**src/rtl/seg_pkg.sv**
```systemverilog
// rtl/seg_pkg.sv - shared types, constants and helpers for the segment scan controller
package seg_pkg;

    typedef enum logic [1:0] {
        IDLE  = 2'd0,
        SHOW  = 2'd1,
        BLANK = 2'd2
    } state_t;

    localparam int DIGIT_W    = 4;
    localparam int MAX_DIGITS = 8;

    function automatic logic [MAX_DIGITS-1:0] onehot(input logic [2:0] idx);
        onehot      = '0;
        onehot[idx] = 1'b1;
    endfunction

endpackage

```
**src/rtl/seg_scan_prescaler.sv**
```systemverilog
// rtl/seg_scan_prescaler.sv - per-digit slot counter with terminal-count tick
module seg_scan_prescaler #(
    parameter  int CLK_DIV = 50000,
    localparam int CNT_W   = $clog2(CLK_DIV)
) (
    input  logic clk,
    input  logic rst,
    input  logic i_inc,
    input  logic i_clr,
    output logic o_tick
);

    logic [CNT_W-1:0] r_cnt;

    assign o_tick = (r_cnt == CNT_W'(CLK_DIV - 1));

    // Count lit cycles within a slot; wrap at terminal count, clear has priority
    always_ff @(posedge clk or posedge rst) begin
        if (rst) begin
            r_cnt <= '0;
        end else if (i_clr) begin
            r_cnt <= '0;
        end else if (i_inc) begin
            r_cnt <= o_tick ? '0 : r_cnt + CNT_W'(1);
        end
    end

endmodule

```
**src/rtl/seg_scan_ctrl.sv**
```systemverilog
// rtl/seg_scan_ctrl.sv - multiplexed 7-segment scan controller driving one shared decoder
module seg_scan_ctrl
    import seg_pkg::*;
#(
    parameter int NUM_DIGITS = 4,
    parameter int CLK_DIV    = 50000
) (
    input  logic                          clk,
    input  logic                          rst,
    input  logic                          en,
    input  logic                          load,
    input  logic [DIGIT_W*NUM_DIGITS-1:0] din,
    input  logic [NUM_DIGITS-1:0]         dp_in,
    input  logic                          blank_lz,
    output logic [DIGIT_W-1:0]            bcd,
    output logic                          dp,
    output logic [NUM_DIGITS-1:0]         an,
    output logic                          frame_done,
    output logic                          pending
);

    localparam int IDX_W = $clog2(NUM_DIGITS);

    state_t                        r_state;
    state_t                        w_state_next;
    logic [IDX_W-1:0]              r_idx;
    logic [IDX_W-1:0]              w_idx_next;
    logic                          w_tick;

    logic [DIGIT_W*NUM_DIGITS-1:0] r_disp;
    logic [NUM_DIGITS-1:0]         r_dpreg;
    logic [DIGIT_W*NUM_DIGITS-1:0] r_shadow;
    logic [NUM_DIGITS-1:0]         r_shadow_dp;
    logic                          r_pending;
    logic [DIGIT_W*NUM_DIGITS-1:0] w_disp_next;
    logic [NUM_DIGITS-1:0]         w_dpreg_next;
    logic                          w_boundary;
    logic                          w_xfer;

    logic [NUM_DIGITS-1:0]         w_lz;
    logic                          w_digit_blank;
    logic [NUM_DIGITS-1:0]         w_an_next;
    logic [DIGIT_W-1:0]            w_bcd_next;
    logic                          w_dp_next;
    logic                          w_fd_next;

    logic [NUM_DIGITS-1:0]         r_an;
    logic [DIGIT_W-1:0]            r_bcd;
    logic                          r_dp;
    logic                          r_frame_done;

    // Counter only advances while a digit is lit; dropping en restarts the slot
    seg_scan_prescaler #(
        .CLK_DIV (CLK_DIV)
    ) u_prescaler (
        .clk    (clk),
        .rst    (rst),
        .i_inc  (r_state == SHOW),
        .i_clr  (!en),
        .o_tick (w_tick)
    );

    // Scan state register
    always_ff @(posedge clk or posedge rst) begin
        if (rst) begin
            r_state <= IDLE;
            r_idx   <= '0;
        end else begin
            r_state <= w_state_next;
            r_idx   <= w_idx_next;
        end
    end

    // Next-state: lit slot, one blank gap, advance digit; en low aborts to IDLE
    always_comb begin
        w_state_next = r_state;
        w_idx_next   = r_idx;
        case (r_state)
            IDLE: begin
                w_idx_next = '0;
                if (en) w_state_next = SHOW;
            end
            SHOW: begin
                if (w_tick) w_state_next = BLANK;
            end
            BLANK: begin
                w_state_next = SHOW;
                w_idx_next   = (r_idx == IDX_W'(NUM_DIGITS - 1)) ? '0 : r_idx + IDX_W'(1);
            end
            default: begin
                w_state_next = IDLE;
                w_idx_next   = '0;
            end
        endcase
        if (!en) begin
            w_state_next = IDLE;
            w_idx_next   = '0;
        end
    end

    // Shadow moves to the display only at a frame boundary or while idle,
    // so a frame never shows a mix of old and new digits
    assign w_boundary   = (r_state == BLANK) && (r_idx == IDX_W'(NUM_DIGITS - 1));
    assign w_xfer       = r_pending && (w_boundary || (r_state == IDLE));
    assign w_disp_next  = w_xfer ? r_shadow    : r_disp;
    assign w_dpreg_next = w_xfer ? r_shadow_dp : r_dpreg;

    // Double buffer update; a load in the boundary cycle stays pending for the next frame
    always_ff @(posedge clk or posedge rst) begin
        if (rst) begin
            r_disp      <= '0;
            r_dpreg     <= '0;
            r_shadow    <= '0;
            r_shadow_dp <= '0;
            r_pending   <= 1'b0;
        end else begin
            r_disp  <= w_disp_next;
            r_dpreg <= w_dpreg_next;
            if (load) begin
                r_shadow    <= din;
                r_shadow_dp <= dp_in;
                r_pending   <= 1'b1;
            end else if (w_xfer) begin
                r_pending   <= 1'b0;
            end
        end
    end

    // w_lz[k] is set when digit k and every higher digit is zero with no decimal point
    always_comb begin
        logic v_acc;
        w_lz  = '0;
        v_acc = 1'b1;
        for (int k = NUM_DIGITS - 1; k >= 0; k--) begin
            v_acc   = v_acc && (w_disp_next[k*DIGIT_W +: DIGIT_W] == '0) && !w_dpreg_next[k];
            w_lz[k] = v_acc;
        end
    end

    // Output values for the upcoming cycle, derived from next state so outputs can be registered
    always_comb begin
        w_digit_blank = blank_lz && (w_idx_next != '0) && w_lz[w_idx_next];
        w_an_next     = '0;
        w_bcd_next    = r_bcd;
        w_dp_next     = r_dp;
        if (w_state_next == SHOW) begin
            w_bcd_next = w_disp_next[w_idx_next*DIGIT_W +: DIGIT_W];
            w_dp_next  = w_dpreg_next[w_idx_next];
            if (!w_digit_blank) begin
                w_an_next = NUM_DIGITS'(onehot(3'(w_idx_next)));
            end
        end
        w_fd_next = (w_state_next == BLANK) && (w_idx_next == IDX_W'(NUM_DIGITS - 1));
    end

    // Registered decoder and digit-enable outputs; reset darkens the display immediately
    always_ff @(posedge clk or posedge rst) begin
        if (rst) begin
            r_an         <= '0;
            r_bcd        <= '0;
            r_dp         <= 1'b0;
            r_frame_done <= 1'b0;
        end else begin
            r_an         <= w_an_next;
            r_bcd        <= w_bcd_next;
            r_dp         <= w_dp_next;
            r_frame_done <= w_fd_next;
        end
    end

    assign an         = r_an;
    assign bcd        = r_bcd;
    assign dp         = r_dp;
    assign frame_done = r_frame_done;
    assign pending    = r_pending;

endmodule

```
**config.mk**
```make
export PLATFORM = sky130hd
export DESIGN_NAME = seg_scan_ctrl
export DESIGN_NICKNAME = d
export VERILOG_FILES = /design/src/rtl/seg_pkg.sv /design/src/rtl/seg_scan_prescaler.sv /design/src/rtl/seg_scan_ctrl.sv
export SDC_FILE = /design/constraint.sdc
export NUM_CORES = 1
export LEC_CHECK = 0
export ABC_CLOCK_PERIOD_IN_PS = 3600
export BUFFER_PORTS_ARGS = -buffer_cell sky130_fd_sc_hd__buf_2
export CAP_MARGIN = 15
export CELL_PAD_IN_SITES_DETAIL_PLACEMENT = 1
export CELL_PAD_IN_SITES_GLOBAL_PLACEMENT = 2
export CORE_MARGIN = 4
export CORE_UTILIZATION = 38
export CTS_CLUSTER_SIZE = 28
export DETAILED_ROUTE_END_ITERATION = 12
export PLACE_DENSITY = 0.9
export SLEW_MARGIN = 20
export SYNTH_ARGS = -nofsm -noshare
export SYNTH_HDL_FRONTEND = slang
export SYNTH_HIERARCHICAL = 1
export SYNTH_SLANG_ARGS = --single-unit
export TNS_END_PERCENT = 100
```
**constraint.sdc**
```tcl
create_clock -name clk -period 3.6 [get_ports clk]
set_input_delay 0.36 -clock clk [delete_from_list [all_inputs] [get_ports clk]]
set_output_delay 0.36 -clock clk [all_outputs]
set_load 0.02 [all_outputs]
```
==> run metrics <==
yosys warns 6; Site Rows 34; routed len/inst around 18 µm; Nets a little under 400; register-to-register setup slack around 800 ps; library cells used by synthesis 54; vias in the first global route between 2000 and 3000; Fin Setup TNS 0 ps; Worst R2R End bcd[0]; Diodes inserted 0; Clock Tree Root clkbuf_8; GR peak layer met2; clock sink total 71; share of layout cells above drive strength 1 26.1%; total wire length approximately 8.4 mm; Largest stage delay, worst path between 500 and 600 ps; async set-reset flop share out of synthesis 100%; Critical Path RT between 3000 and 4000 ps; post-synth top area share between 50% and 60%; cell count after synthesis 330; Post-Syn Area between 0.003 and 0.004 mm²; DR iter-0 viols about 130; CTS tree built; gr usage total between 15 and 20%; CTS buffer count 9; Worst-Margin Slew around 800 ps; worst min path class in -> async; sequential fraction of the synthesis area 51.5%; Leak about 1.8 nW; final hold violation count 0; critical path peak fanout 11; relative slew slack 45.6%; height of the die roughly 100 µm; Area contributors post-synth dfrtp_1 51%, mux2_2 8.8%, nand2_1 5.4%; number of buffers added on ports 35; status completed; met3 GRT Util 5.03%; critical path capture point type flip-flop; Setup CP Type reg -> reg; Routed Antenna Nets 0; first-pass GRT wire length between 10 and 15 mm; Synth top cells by count 71 x dfrtp_1, 50 x nand2_1, 27 x mux2_2; f_max around 360 MHz; number of synthesized register bits between 70 and 80; Final period util between 70 and 80%; Initial Utilization between 30% and 40%; number of remaining DRC errors 0; clk slew on worst S/H paths roughly 80 ps; cts hold-fix bufs 0; Tmin final approximately 2800 ps; CTS max path bufs 2; DR vias around 2700; met1 Usage GRT a little over a fifth; Cell Pwr Density between 400 and 500 mW/mm²; most frequent cell after synthesis dfrtp_1; syn_nets approximately 360; post-cts resize count 0; Area growth syn-to-layout 12.3%; CORE AREA 0.00876 mm²; Synth Flop Type dfrtp_1; Syn Area/Cell approximately 10 µm²; crit path launch type flip-flop; global route total overflow 0; FF-to-FF path depth 6; skew final ~11 ps; CP arrival a little over 3000 ps; Critical-path top delay cell or4b_4; Worst VDD drop about 0.0002 V; utilization after layout ~44%; max-slew violation count 0; largest area contributor in the netlist dfrtp_1; drt first pass iters 4; Clk Latency, worst-skew pair around 350 ps; final setup fails 0; crit-path cells or4b_4 > nor4_4 > nor2_1 > or3b_2 > nand2_1 > mux2_2; RR Startpoint u_prescaler/r_cnt[10]; initial antenna violation count 0; number of setup buffers added after CTS 0; Post-DP HPWL slightly above 6 mm; H-Tree Depth 3; largest net degree at the start of global routing 34; max_cap viols 0; routed vias/inst 5.58; GPL Wtd Cong between 0.7 and 0.8; EDFF count, synth 0; # IOs 36; DIE WIDTH ~100 µm; grt met2 use a little under a third; Die ar. about 0.011 mm²; RSZ-0062 raised after global routing no
## per-stage QoR
stage	hold slack (ps)	setup WS (ps)	power, mW	area [µm²]	std cells
floorplan	274	1030	1.13	3450	330
global placement	415	821	1.21	3720	462
detailed placement	421	779	1.23	3720	462
CTS	45.2	779	1.78	3880	476
global route	65.6	642	1.86	3880	476
finish	39.4	796	1.76	3880	476
## worst max-delay path: cells and delay by family, from the launching register on
family,cells,cell delay (ps)
DFF,1,440
and+or+nand+nor,5,1890
muxes,1,370
## cells in the final DEF (no fill, tap or decap), drive strengths merged, types with 6 or more instances in the layout
cell / synthesis / routed
ha: 6 / 6
nor3: 6 / 6
clkbuf: 9 / 9
buf: 5 / 38
dfrtp: 71 / 71
o32ai: 10 / 10
o21ai: 19 / 19
nand2: 50 / 50
a21oi: 7 / 7
mux2: 27 / 27
nand3: 10 / 10
a31oi: 11 / 11
nor2: 19 / 19
inv: 18 / 18
## worst max-delay path by stage
stage                                from  endpoint  slack, ps  cells past startpoint
floorplan           u_prescaler/r_cnt[10]    bcd[0]       1030                      7
global placement    u_prescaler/r_cnt[10]    bcd[0]        820                      6
detailed placement  u_prescaler/r_cnt[10]    bcd[0]        780                      6
CTS                 u_prescaler/r_cnt[10]    bcd[0]        780                      6
global route        u_prescaler/r_cnt[10]    bcd[0]        640                      6
finish              u_prescaler/r_cnt[10]    bcd[0]        800                      6
## flip-flops by register name, indices dropped and copies added, names as in the netlist, 2 cells and up
register / cells
r_disp: 16
r_shadow: 16
u_prescaler/r_cnt: 16
an: 4
bcd: 4
r_dpreg: 4
r_shadow_dp: 4
r_idx: 2
r_state: 2
## metal layers
metal / share of wire, % / vias up
met4: 1.1 / 0
met3: 3.9 / 8
met2: 52 / 48
met1: 43 / 1353
met5: 0 / -
li1: - / 1246
## kinds of logic after synthesis
group / Yosys count / synth area share, %
AOI/OAI and AO/OA: 68 / 13.9
buffers and inverters: 32 / 3.95
muxes: 32 / 10.3
xor gates and xnor gates: 7 / 1.78
and+or+nand+nor: 114 / 16.5
adders and majority gates: 6 / 2.17
DFF: 71 / 51.5
## area by class of cell
class	count	area [µm²]
multi-input combinational	227	1540
fill	994	4890
clock buffer	9	124
sequential	71	1780
clock inverter	5	37.5
tap	108	135
inverter	18	67.6
timing repair buffer	38	198
## power breakdown
part | total, mW | switching (mW) | internal, mW
Clock | 0.547 | 0.304 | 0.243
Combinational | 0.276 | 0.165 | 0.111
Sequential | 0.933 | 0.0543 | 0.879
(Power assumes the default switching activity.)
